$ cat src/rtl/streamingmaxpool_dbg_pkg.sv
// -----------------------------------------------------------------------------
// streamingmaxpool_dbg_pkg
//
// Purpose:
//     Shared definitions for the StreamingMaxPool debug/watchdog slice.
//     Holds the watchdog state encoding, the default persistence threshold
//     and the width of the deadlock-entry event counter.
//
// Contents:
//     state_t            2-bit state type for the watchdog FSM
//     ST_IDLE            no block observed
//     ST_SUSPECT         block observed, persistence count running
//     ST_DEADLOCK        block persisted long enough; sticky until clear/reset
//     DEFAULT_THRESHOLD  consecutive blocked cycles that declare deadlock
//     EVENT_CNT_W        width of the saturating deadlock-entry counter
// -----------------------------------------------------------------------------
package streamingmaxpool_dbg_pkg;

    typedef logic [1:0] state_t;

    localparam state_t ST_IDLE     = 2'd0;
    localparam state_t ST_SUSPECT  = 2'd1;
    localparam state_t ST_DEADLOCK = 2'd2;

    localparam int DEFAULT_THRESHOLD = 1024;
    localparam int EVENT_CNT_W       = 8;

endpackage

$ cat src/rtl/dbg_sat_counter.sv
// -----------------------------------------------------------------------------
// dbg_sat_counter
//
// Purpose:
//     Parameterised up-counter with synchronous clear that sticks at its
//     all-ones maximum instead of wrapping.
//
// Ports:
//     clock  in   1      rising-edge clock
//     reset  in   1      synchronous active-high reset (count -> 0)
//     clr    in   1      synchronous clear, takes priority over inc
//     inc    in   1      increment request
//     count  out  WIDTH  registered count value
// -----------------------------------------------------------------------------
module dbg_sat_counter
    import streamingmaxpool_dbg_pkg::*;
#(
    parameter int WIDTH = EVENT_CNT_W
) (
    input  logic             clock,
    input  logic             reset,
    input  logic             clr,
    input  logic             inc,
    output logic [WIDTH-1:0] count
);

    localparam logic [WIDTH-1:0] COUNT_MAX = {WIDTH{1'b1}};

    // Clear beats increment; increment is suppressed once the maximum is
    // reached so the value saturates rather than wrapping back to zero.
    always_ff @(posedge clock) begin
        if (reset) begin
            count <= '0;
        end else if (clr) begin
            count <= '0;
        end else if (inc && (count != COUNT_MAX)) begin
            count <= count + 1'b1;
        end
    end

endmodule

$ cat src/rtl/streamingmaxpool_deadlock_watchdog.sv
// -----------------------------------------------------------------------------
// streamingmaxpool_deadlock_watchdog
//
// Purpose:
//     Persistence filter behind the StreamingMaxPool deadlock monitor tree.
//     A deadlock is declared only after block_in has been high for THRESHOLD
//     consecutive cycles. On that entry the AXIS-block and instance-idle
//     vectors are frozen into a snapshot, which is offered once on a
//     valid/ready report port. The deadlock flag stays set until clear or
//     reset, giving the debug register file a stable, debuggable bit.
//
// Parameters:
//     THRESHOLD  consecutive blocked cycles to declare deadlock (2..2^CNT_W-1)
//     CNT_W      width of the persistence counter
//     AXIS_N     width of the AXIS block vector
//     IDLE_N     width of the instance idle vector
//
// Ports:
//     clock            in   1            rising-edge clock
//     reset            in   1            synchronous active-high reset
//     block_in         in   1            registered block from the monitor
//     axis_block_sigs  in   AXIS_N       raw AXIS stall indications
//     inst_idle_sigs   in   IDLE_N       raw instance idle indications
//     clear            in   1            software re-arm
//     deadlock         out  1            sticky deadlock flag
//     block_cycles     out  CNT_W        consecutive blocked cycle count
//     snap_axis        out  AXIS_N       axis_block_sigs at deadlock entry
//     snap_idle        out  IDLE_N       inst_idle_sigs at deadlock entry
//     report_valid     out  1            snapshot offered to debug port
//     report_ready     in   1            debug port accepts snapshot
//     event_count      out  EVENT_CNT_W  saturating deadlock entry count
// -----------------------------------------------------------------------------
module streamingmaxpool_deadlock_watchdog
    import streamingmaxpool_dbg_pkg::*;
#(
    parameter int THRESHOLD = DEFAULT_THRESHOLD,
    parameter int CNT_W     = 16,
    parameter int AXIS_N    = 2,
    parameter int IDLE_N    = 4
) (
    input  logic                   clock,
    input  logic                   reset,
    input  logic                   block_in,
    input  logic [AXIS_N-1:0]      axis_block_sigs,
    input  logic [IDLE_N-1:0]      inst_idle_sigs,
    input  logic                   clear,
    output logic                   deadlock,
    output logic [CNT_W-1:0]       block_cycles,
    output logic [AXIS_N-1:0]      snap_axis,
    output logic [IDLE_N-1:0]      snap_idle,
    output logic                   report_valid,
    input  logic                   report_ready,
    output logic [EVENT_CNT_W-1:0] event_count
);

    // Count value at which one more blocked sample completes the threshold.
    localparam logic [CNT_W-1:0] CNT_LAST = CNT_W'(THRESHOLD - 1);

    state_t state;
    state_t next_state;
    logic   cnt_inc;
    logic   cnt_clr;
    logic   entering;

    // Next-state and counter control. clear overrides everything and also
    // masks block_in, so counting resumes on the edge after clear. Because
    // entering is only raised in the non-clear branch, a clear coinciding
    // with deadlock entry also suppresses the event counter increment.
    always_comb begin
        next_state = state;
        cnt_inc    = 1'b0;
        cnt_clr    = 1'b0;
        entering   = 1'b0;
        if (clear) begin
            next_state = ST_IDLE;
            cnt_clr    = 1'b1;
        end else begin
            case (state)
                ST_IDLE: begin
                    if (block_in) begin
                        next_state = ST_SUSPECT;
                        cnt_inc    = 1'b1;
                    end
                end
                ST_SUSPECT: begin
                    if (!block_in) begin
                        next_state = ST_IDLE;
                        cnt_clr    = 1'b1;
                    end else begin
                        cnt_inc = 1'b1;
                        if (block_cycles == CNT_LAST) begin
                            next_state = ST_DEADLOCK;
                            entering   = 1'b1;
                        end
                    end
                end
                ST_DEADLOCK: begin
                    cnt_inc = block_in;
                end
                default: begin
                    next_state = ST_IDLE;
                    cnt_clr    = 1'b1;
                end
            endcase
        end
    end

    // State, registered deadlock flag, snapshot and report handshake.
    // The deadlock flag is registered from next_state so it lines up with
    // state without a decode after the flop. report_valid can never be high
    // in SUSPECT, so entry and handshake never compete on the same edge.
    always_ff @(posedge clock) begin
        if (reset) begin
            state        <= ST_IDLE;
            deadlock     <= 1'b0;
            snap_axis    <= '0;
            snap_idle    <= '0;
            report_valid <= 1'b0;
        end else begin
            state    <= next_state;
            deadlock <= (next_state == ST_DEADLOCK);
            if (clear) begin
                snap_axis    <= '0;
                snap_idle    <= '0;
                report_valid <= 1'b0;
            end else if (entering) begin
                snap_axis    <= axis_block_sigs;
                snap_idle    <= inst_idle_sigs;
                report_valid <= 1'b1;
            end else if (report_valid && report_ready) begin
                report_valid <= 1'b0;
            end
        end
    end

    // Persistence counter; its register drives block_cycles directly.
    dbg_sat_counter #(
        .WIDTH (CNT_W)
    ) u_block_cnt (
        .clock (clock),
        .reset (reset),
        .clr   (cnt_clr),
        .inc   (cnt_inc),
        .count (block_cycles)
    );

    // Deadlock entry counter; only reset clears it, clear leaves it alone.
    dbg_sat_counter #(
        .WIDTH (EVENT_CNT_W)
    ) u_event_cnt (
        .clock (clock),
        .reset (reset),
        .clr   (1'b0),
        .inc   (entering),
        .count (event_count)
    );

endmodule

$ cat config.mk
export PLATFORM = sky130hd
export DESIGN_NAME = streamingmaxpool_deadlock_watchdog
export DESIGN_NICKNAME = d
export VERILOG_FILES = /design/src/rtl/streamingmaxpool_dbg_pkg.sv /design/src/rtl/dbg_sat_counter.sv /design/src/rtl/streamingmaxpool_deadlock_watchdog.sv
export SDC_FILE = /design/constraint.sdc
export NUM_CORES = 1
export LEC_CHECK = 0
export ABC_AREA = 1
export BUFFER_PORTS_ARGS = -buffer_cell sky130_fd_sc_hd__buf_2
export CAP_MARGIN = 0
export CORE_ASPECT_RATIO = 1.5
export CORE_MARGIN = 2
export CORE_UTILIZATION = 40
export CTS_BUF_LIST = sky130_fd_sc_hd__clkbuf_2 sky130_fd_sc_hd__clkbuf_4 sky130_fd_sc_hd__clkbuf_8
export CTS_CLUSTER_SIZE = 20
export DETAILED_ROUTE_END_ITERATION = 16
export GPL_TIMING_DRIVEN = 0
export MAX_ROUTING_LAYER = met4
export PLACE_DENSITY = 0.64
export SYNTH_ARGS = -nofsm -noshare
export SYNTH_HDL_FRONTEND = slang
export SYNTH_SLANG_ARGS = --single-unit
$ cat constraint.sdc
create_clock -name clock -period 1.6 [get_ports clock]
set_input_delay 0.32 -clock clock [delete_from_list [all_inputs] [get_ports clock]]
set_output_delay 0.32 -clock clock [all_outputs]
set_load 0.05 [all_outputs]
==> results of run 1 <==
[where the power goes]
part           internal, mW  switching, mW  total, mW
combinational        0.0294         0.0556     0.0850
clock                 0.346          0.321      0.667
sequential            0.845        0.00245      0.848
[synthesized netlist by cell type (3+ instances only)]
cell type,instances
nand2_1,71
nor2_1,49
dfxtp_1,34
inv_1,31
a21oi_1,17
o21ai_0,12
nand3_1,11
nand4_1,6
nand2_2,5
xor2_1,5
nor3_1,4
nor2_2,3
nor2_4,3
xnor2_1,3
[cell families (layout without fill, tap and decap cells)]
family / count (synthesis) / in the layout / synth area share, %
xor+xnor: 8 / 8 / 3.894
fa+ha+maj: 2 / 2 / 1.391
buf+inv: 36 / 96 / 7.997
flops: 34 / 34 / 37.83
compound gates: 31 / 31 / 8.832
simple gates: 158 / 158 / 40.06
[registers in the layout (all words and copies together) (netlist names)]
register	cells
u_event_cnt.count	8
u_block_cnt.count	16
snap_idle	4
snap_axis	2
state	2
report_valid	1
deadlock	1
[critical path: cells and delay by family (launching register included)]
family | cells | cell delay (ns)
DFF | 1 | 0.37
buffers and inverters | 2 | 0.11
adders and majority gates | 1 | 0.15
and+or+nand+nor | 7 | 0.85
[how the worst max path moves through the flow]
stage | to | slack [ns] | cells past startpoint
detailed placement | u_block_cnt.count[1] | -0.15 | 7
global placement | u_block_cnt.count[1] | -0.17 | 7
global route | u_event_cnt.count[1] | -0.1 | 10
CTS | u_event_cnt.count[1] | 0.004 | 10
floorplan | u_event_cnt.count[7] | 0.0007 | 9
finish | u_event_cnt.count[1] | 0.02 | 10
[cell usage in the layout, fill, tap and decap left out, drive strengths merged]
| cell type | synthesis | routed |
|---|---|---|
| nand3b | 1 | 1 |
| o21ai | 13 | 13 |
| inv | 33 | 33 |
| nor3 | 4 | 4 |
| xor2 | 5 | 5 |
| dfxtp | 34 | 34 |
| ha | 2 | 2 |
| nor4 | 1 | 1 |
| nand4 | 6 | 6 |
| clkbuf | 1 | 7 |
| a21oi | 18 | 18 |
| clkinv | 0 | 1 |
| nand2 | 78 | 78 |
| xnor2 | 3 | 3 |
| nor2 | 56 | 56 |
| buf | 2 | 54 |
| nand3 | 12 | 12 |
| clkinvlp | 0 | 1 |
[repair_timing]
action                                  4_1_cts  5_1_grt
pin swaps                                     2        7
resized for setup                             2       11
endpoints found under the setup margin       17       27
buffers inserted                              5        5
[layout make-up]
| cell class | count | area [um^2] |
|---|---|---|
| Clock inverter | 2 | 12.51 |
| Multi-Input combinational cell | 199 | 1015 |
| Fill cell | 453 | 1976 |
| Buffer | 3 | 26.28 |
| Sequential cell | 34 | 700.7 |
| Clock buffer | 6 | 82.58 |
| Timing Repair Buffer | 52 | 285.3 |
| Inverter | 33 | 126.4 |
| Tap cell | 46 | 57.56 |
[routing by layer]
metal	vias up	track usage (%)
met2	39	33.64
met5	-	-
li1	961	-
met4	0	7.025
met1	816	19.93
met3	9	3.167
==> results.tsv, run 1 <==
metric	value	unit
Worst Hold Class	primary input to flop	
max_slew headroom	66.44	%
CP required	1.79	ns
DR top layer	met4	
overall power	1.600	mW
Top FF cell, synth	dfxtp_1	
Final GP Congestion	0.8843	
clk slew on worst S/H paths	0.07	ns
Area growth syn-to-layout	28.16	%
total placed cells including tap cells	357	
worst slew pin tran	0.5034	ns
cells on worst reg2reg path	10	
Hold Fails Final Rpt	0	
CP Max Fanout	8	
total CTS buffers	5	
ANT cells	0	
worst hold slack	0.2498	ns
area leader, netlist	dfxtp_1	
CTS tree	done	
vias in the first global route	1736	
r2r startpoint	u_block_cnt.count[0]	
Cells after Synth	269	
total gr overflow	0	
Clock Latency Late Sink	0.29	ns
Final min period	1.575	ns
clock skew	0.007469	ns
share of cells above drive strength 1	30.40	%
fmax	0.6349	GHz
Post-synth ARST share	0	%
CTS Hold Buffers Added	0	
placed standard-cell area	2100	um^2
Initial Util	42.02	%
Seq/Total Area, Yosys	37.83	%
DRT Pass-1 Iters	10	
Routed WL	4.179	mm
mean cell area of the mapped netlist	6.689	um^2
routed vias	1825	
WHS Endpoint	state[0]	
Detailed Route Iter0 Violations	94	
Routed Antenna Nets	0	
r2r setup slk	0.02	ns
PnR worst setup slack	0.02496	ns
Final Cell Area	2306	um^2
synth warn	0	
DR WL/cell	11.14	um
Die X	58.76	um
HPWL after detailed placement	3.109	mm
reg2reg end	u_event_cnt.count[1]	
Place WS	-0.1550	ns
CP Capture Type	flop	
Critical Path Start	u_block_cnt.count[0]	
P_leak	1.080	nW
count of state elements after synthesis	34	
Die Area	5062	um^2
I/O Buffers	42	
H-tree depth	2	
status	complete, but fails checks	
Core ar.	4282	um^2
failing checks	design-rule violations	
total clock sinks	34	
Die Y	86.14	um
CTS max path bufs	2	
Max stage delay on crit path	0.37	ns
signal arrival time at the worst endpoint	1.76	ns
Max Cap Viol	0	
met1 WL	1.671	mm
drt via density	4.867	
Ports	43	
crit path max-delay cell type	dfxtp_4	
syn nets	282	
FP Rows	29	
Mapped Area	1799	um^2
CTS root buffer	clkbuf_8	
Yosys cell types	26	
crit start category	flop	
met3 wire len	179	um
Synth top area share	37.83	%
largest net degree at the start of global routing	12	
nets	341	
GR Util All Layers	18.75	%
DR WL met2	2.251	mm
Finished Core Util	53.86	%
worst ir drop on vdd	573.9	uV
DRC Markers	1	
Post-Layout Cell Count	375	
Tcrit/Tclk final	98.44	%
initial antenna violation count	0	
final setup fails	0	
Setup TNS	0	ns
RSZ-0062 raised after global routing	true	
Slew Viols, Final	0	
PwrDens	693.7	nW/um^2
Hold Crit Start	reset	
Area contributors post-synth	dfxtp_1, nand2_1, nor2_1, inv_1, a21oi_1	
CP cell instances	ha_4, inv_4, nor2_4, nand2_4, nor2_8, nand3_4, nor2_4, inv_2, nor2_1, nor2_1	
hold depth	2	
critical path class	flop to flop	
first-pass GRT wire length	7.265	mm
number of enable flip-flop cells after synthesis	0	
Note: power is estimated with default switching activity, not from simulation.
==> inputs of run 2 (changes only) <==
--- a/config.mk
+++ b/config.mk
@@ -5,7 +5,7 @@
 export SDC_FILE = /design/constraint.sdc
 export NUM_CORES = 1
 export LEC_CHECK = 0
-export ABC_AREA = 1
+export ABC_AREA = 0
 export BUFFER_PORTS_ARGS = -buffer_cell sky130_fd_sc_hd__buf_2
 export CAP_MARGIN = 0
 export CORE_ASPECT_RATIO = 1.5
@@ -16,7 +16,8 @@
 export DETAILED_ROUTE_END_ITERATION = 16
 export GPL_TIMING_DRIVEN = 0
 export MAX_ROUTING_LAYER = met4
-export PLACE_DENSITY = 0.64
+export PLACE_DENSITY = 0.65
+export SETUP_SLACK_MARGIN = 0.15
 export SYNTH_ARGS = -nofsm -noshare
 export SYNTH_HDL_FRONTEND = slang
 export SYNTH_SLANG_ARGS = --single-unit
==> run 2 against run 1 <==
Net effect: critical endpoint is now u_event_cnt.count[7]; register-to-register slack got worse by 0.02 ns; hold slack improved by 0.0082 ns; the run now ends clean; utilization increased by 11 points; cell count decreased by 23%; sequential share of layout area decreased by 0.36 points; cell area increased by 9.9%; clock skew decreased by 0.0025 ns; maximum frequency decreased by 1.5%; sequential power decreased by 3.8%; via count decreased by 12%; synthesized area decreased by 10%.
==> results.tsv, run 2 <==
metric	value	unit
share of cells above drive strength 1	56.15	%
Die Y	81.86	um
Synth top area share	42.11	%
max reg flops	16	
RSZ-0062 raised after global routing	true	
mean cell area of the mapped netlist	9.082	um^2
Final min period	1.599	ns
area leader, netlist	dfxtp_1	
syn nets	191	
Hold Fails Final Rpt	0	
Area growth syn-to-layout	56.73	%
total gr overflow	0	
nets	256	
critical path class	flop to flop	
total clock sinks	34	
H-tree depth	2	
CTS Hold Buffers Added	0	
Slew Viols, Final	0	
P_leak	0.9757	nW
ANT cells	0	
fmax	0.6252	GHz
GR Util All Layers	18.33	%
clk slew on worst S/H paths	0.08	ns
Die Area	4576	um^2
CP top delay family	simple AND/OR/NAND/NOR gates	
Routed WL	4.120	mm
Post-synth ARST share	0	%
Max Cap Viol	0	
met1 WL	1.674	mm
FP Rows	28	
worst slew pin tran	0.4475	ns
signal arrival time at the worst endpoint	1.82	ns
CTS tree	done	
overall power	1.704	mW
vias in the first global route	1428	
DRC Markers	0	
Ports	43	
status	completed	
Routed Antenna Nets	0	
crit start category	flop	
buffer and inverter count on the worst path	0	
CTS root buffer	clkbuf_8	
Tcrit/Tclk final	99.96	%
DRT Pass-1 Iters	4	
crit path max-delay cell type	or4_4	
Mapped Area	1617	um^2
Top FF cell, synth	dfxtp_1	
DR WL/cell	14.26	um
commonest non-fill, non-tap cells in the layout	buf_2, nor2_1, dfxtp_4	
count of state elements after synthesis	34	
Top Registers	u_block_cnt.count: 16 flops, u_event_cnt.count: 8 flops, snap_idle: 4 flops	
Max stage delay on crit path	0.42	ns
I/O Buffers	41	
Detailed Route Iter0 Violations	36	
total CTS buffers	5	
worst ir drop on vdd	1068	uV
final setup fails	0	
synth warn	0	
largest net degree at the start of global routing	13	
worst hold slack	0.2580	ns
Area contributors post-synth	dfxtp_1, xnor2_1, nor2_1, mux2i_1, nand3_1	
DR WL met2	2.146	mm
CP cell instances	nor4b_4, and3_4, nand3_4, or4_4, a21oi_2	
Clock Latency Late Sink	0.29	ns
count leader, synth	dfxtp_1	
Final GP Congestion	0.8301	
CTS max path bufs	2	
synth cell count leaders	dfxtp_1, nor2_1, xnor2_1, nand3_1	
Biggest register	u_block_cnt.count	
first-pass GRT wire length	6.451	mm
HPWL after detailed placement	2.710	mm
drt via density	5.561	
CP Capture Type	flop	
clock skew	0.004989	ns
PwrDens	672.6	nW/um^2
Yosys cell types	40	
max_slew headroom	70.06	%
CP Max Fanout	4	
routed vias	1607	
met3 wire len	207	um
initial antenna violation count	0	
most common cell after layout, fill and taps aside	buf_2	
placed standard-cell area	2071	um^2
Core ar.	3924	um^2
Die X	55.91	um
Setup TNS	0	ns
CP required	1.82	ns
Seq/Total Area, Yosys	42.11	%
Final Cell Area	2534	um^2
number of enable flip-flop cells after synthesis	0	
Initial Util	41.20	%
DR top layer	met4	
Cells after Synth	178	
Worst Hold Class	primary input to flop	
-- run 2: worst paths after layout --
kind                              start                    to  slack [ns]  cells past startpoint
setup / recovery  u_block_cnt.count[12]  u_event_cnt.count[7]      0.0006                      5
hold / removal       axis_block_sigs[0]          snap_axis[0]        0.26                      3
setup reg to reg  u_block_cnt.count[12]  u_event_cnt.count[7]      0.0006                      5
hold reg to reg            report_valid          report_valid        0.47                      2
-- run 2: through the flow --
stage / cells / setup WS [ns] / util, %
floorplan: 178 / -0.04773 / -
CTS: 284 / 0.002853 / 60.08
finish: 289 / 0.0005752 / 64.57
global placement: 264 / -0.2812 / 52.77
global route: 289 / -0.1220 / 64.57
detailed placement: 264 / -0.2633 / 52.77
-- run 2: cell families (layout without fill, tap and decap cells) --
family / count (synthesis) / count (layout) / share of synthesized area [%]
AOI/OAI and AO/OA: 20 / 20 / 7.817
xor gates and xnor gates: 17 / 17 / 9.210
DFF: 34 / 34 / 42.11
buffers and inverters: 6 / 72 / 1.780
and+or+nand+nor: 90 / 90 / 31.96
adders and majority gates: 2 / 2 / 1.548
muxes: 9 / 9 / 5.573
-- run 2: metal layers --
layer	vias to the layer above	GRT usage, %
met5	-	-
met4	0	8.333
met3	14	4.094
met2	52	31.31
met1	770	20.58
li1	771	-
-- run 2: final cells by class --
class,count,area (um^2)
Fill cell,330,1390
Multi-Input combinational cell,138,1202
Sequential cell,34,760.7
Timing Repair Buffer,58,359.1
Clock buffer,5,68.82
Tap cell,45,56.30
Clock inverter,3,42.54
Buffer,5,40.04
Inverter,1,3.754
-- run 2: where the power goes --
| part | total (mW) | switching, mW | leakage [nW] | internal, mW |
|---|---|---|---|---|
| clock network | 0.809 | 0.344 | 0.0590 | 0.466 |
| registers | 0.816 | 0.00219 | 0.292 | 0.814 |
| logic | 0.0787 | 0.0447 | 0.625 | 0.0340 |
-- run 2: worst register-to-register path, cell delays in order (launching register included) --
cell	delay, ns
dfxtp_4	0.37
nor4b_4	0.30
and3_4	0.25
nand3_4	0.09
or4_4	0.42
a21oi_2	0.11
-- run 2: repair_timing --
item                                    CTS  global route
endpoints found under the setup margin   22            31
hold endpoints to repair                  0             0
buffers inserted                         12             5
resized for setup                        20            27
pin swaps                                 8            15
==> inputs of run 3 (changes only) <==
--- a/config.mk
+++ b/config.mk
@@ -17,7 +17,7 @@
 export GPL_TIMING_DRIVEN = 0
 export MAX_ROUTING_LAYER = met4
 export PLACE_DENSITY = 0.65
-export SETUP_SLACK_MARGIN = 0.15
+export SETUP_SLACK_MARGIN = 0.05
 export SYNTH_ARGS = -nofsm -noshare
 export SYNTH_HDL_FRONTEND = slang
 export SYNTH_SLANG_ARGS = --single-unit
==> run 3 against run 2 <==
Net effect: the run now ends with negative setup slack left; clock-buffer cell count increased by 2; sequential power increased by 2%; register-to-register slack got worse by 0.06 ns; sequential share of layout area increased by 0.79 points; utilization decreased by 3.3 points; sequential cell count unchanged; critical endpoint is now u_event_cnt.count[5]; highest routed layer unchanged.
==> results.tsv, run 3 (same netlist as run 2, synthesis figures left out) <==
metric	value	unit
Biggest register	u_block_cnt.count	
worst ir drop on vdd	459.6	uV
Finished Core Util	61.26	%
CP top delay family	simple AND/OR/NAND/NOR gates	
CTS tree	done	
initial antenna violation count	0	
fmax	0.6016	GHz
share of cells above drive strength 1	53.11	%
worst slew pin tran	0.3601	ns
CTS max path bufs	2	
Slew Viols, Final	0	
Fill cells	364	
Die X	55.91	um
Place WS	-0.4273	ns
nets	253	
Final min period	1.662	ns
Hold Fails Final Rpt	0	
Top Registers	u_block_cnt.count: 16 flops, u_event_cnt.count: 8 flops, snap_idle: 4 flops	
Post-Layout Cell Count	286	
CP Max Fanout	6	
crit path max-delay cell type	or4_4	
Initial Util	41.20	%
Max stage delay on crit path	0.42	ns
critical path class	flop to flop	
CTS Hold Buffers Added	0	
FP Rows	28	
Detailed Route Iter0 Violations	50	
total gr overflow	0	
Die Area	4576	um^2
ANT cells	0	
H-tree depth	2	
Die Y	81.86	um
area of the multi-input gates	1147	um^2
Area growth syn-to-layout	48.68	%
Core ar.	3924	um^2
PwrDens	653.1	nW/um^2
Routed WL	3.901	mm
Routed Antenna Nets	0	
first-pass GRT wire length	6.189	mm
drt via density	5.357	
DR WL/cell	13.64	um
CP required	1.82	ns
clock skew	0.01090	ns
Ports	43	
status	complete, but fails checks	
DRC Markers	0	
Worst Hold Class	primary input to flop	
P_leak	0.9532	nW
final setup fails	2	
Reg area	740.7	um^2
commonest non-fill, non-tap cells in the layout	buf_2, nor2_1, xnor2_1	
Max Cap Viol	0	
total clock sinks	34	
Final Cell Area	2404	um^2
routed vias	1532	
failing checks	negative setup slack	
buffer and inverter count on the worst path	0	
Clock Latency Late Sink	0.29	ns
total CTS buffers	5	
HPWL after detailed placement	2.679	mm
RSZ-0062 raised after global routing	true	
PnR worst setup slack	-0.06214	ns
clk slew on worst S/H paths	0.07	ns
Final GP Congestion	0.7564	
CP Capture Type	flop	
signal arrival time at the worst endpoint	1.89	ns
most common cell after layout, fill and taps aside	buf_2	
placed standard-cell area	2026	um^2
max_slew headroom	75.90	%
max reg flops	16	
CP cell instances	nor4b_4, and3_4, nand3_4, or4_4, a21oi_2	
crit start category	flop	
CTS root buffer	clkbuf_8	
vias in the first global route	1383	
GR Util All Layers	17.68	%
largest net degree at the start of global routing	11	
total placed cells including tap cells	264	
Tcrit/Tclk final	103.9	%
I/O Buffers	41	
DRT Pass-1 Iters	4	
[run 3: cell types whose count changed in the layout (fill, tap and decap cells not counted), sizes merged]
cell / before / now
buf: 61 / 58
bufinv: 1 / 0
clkbuf: 7 / 9
clkinv: 0 / 1
inv: 3 / 1
[run 3: cell type report]
cell class                 count  share of cell area [%]
timing repair buffer          55                   13.59
inverter                       1                  0.1562
multi-input combinational    138                   47.74
tap                           45                   2.343
clock buffer                   7                   3.748
buffer                         5                   1.406
clock inverter                 1                  0.2082
sequential                    34                   30.82
[run 3: final timing paths]
path | from | to | slack, ns | cells after the start
worst max-delay path | u_block_cnt.count[12] | u_event_cnt.count[5] | -0.06 | 5
worst min-delay path | inst_idle_sigs[1] | snap_idle[1] | 0.27 | 3
worst max register to register | u_block_cnt.count[12] | u_event_cnt.count[5] | -0.06 | 5
worst min register to register | report_valid | report_valid | 0.47 | 2
[run 3: worst min-delay path, delay by kind of cell]
kind	cells	cell delay, ns
buffers and inverters	1	0.08
and+or+nand+nor	1	0.07
muxes	1	0.05
[run 3: power breakdown]
group	total [mW]	internal, mW	switching [mW]
sequential	0.830	0.828	0.00223
combinational	0.0667	0.0266	0.0401
clock	0.673	0.364	0.309
[run 3: timing repair]
action / CTS / global route
setup buffers: 10 / 4
gates resized for setup: 12 / 26
pin swaps: 7 / 6
endpoints found under the setup margin: 15 / 31
[run 3: metal layers]
metal  up-vias  GRT usage, %  share of wire [%]
li1        759             -                  -
met3         8         4.724                5.3
met5         -             -                  0
met1       718         19.52                 42
met4         0         7.857                2.1
met2        47         30.12                 51
[run 3: stage by stage]
step	power [mW]	setup TNS [ns]	hold WS [ns]
2_1_floorplan	0.8863	-0.2060	0.4639
3_3_place_gp	0.9082	-4.531	0.4574
3_5_place_dp	0.9089	-4.806	0.4571
4_1_cts	1.596	-0.1132	0.2655
5_1_grt	1.635	-0.4196	0.2733
6_report	1.570	-0.09606	0.2655
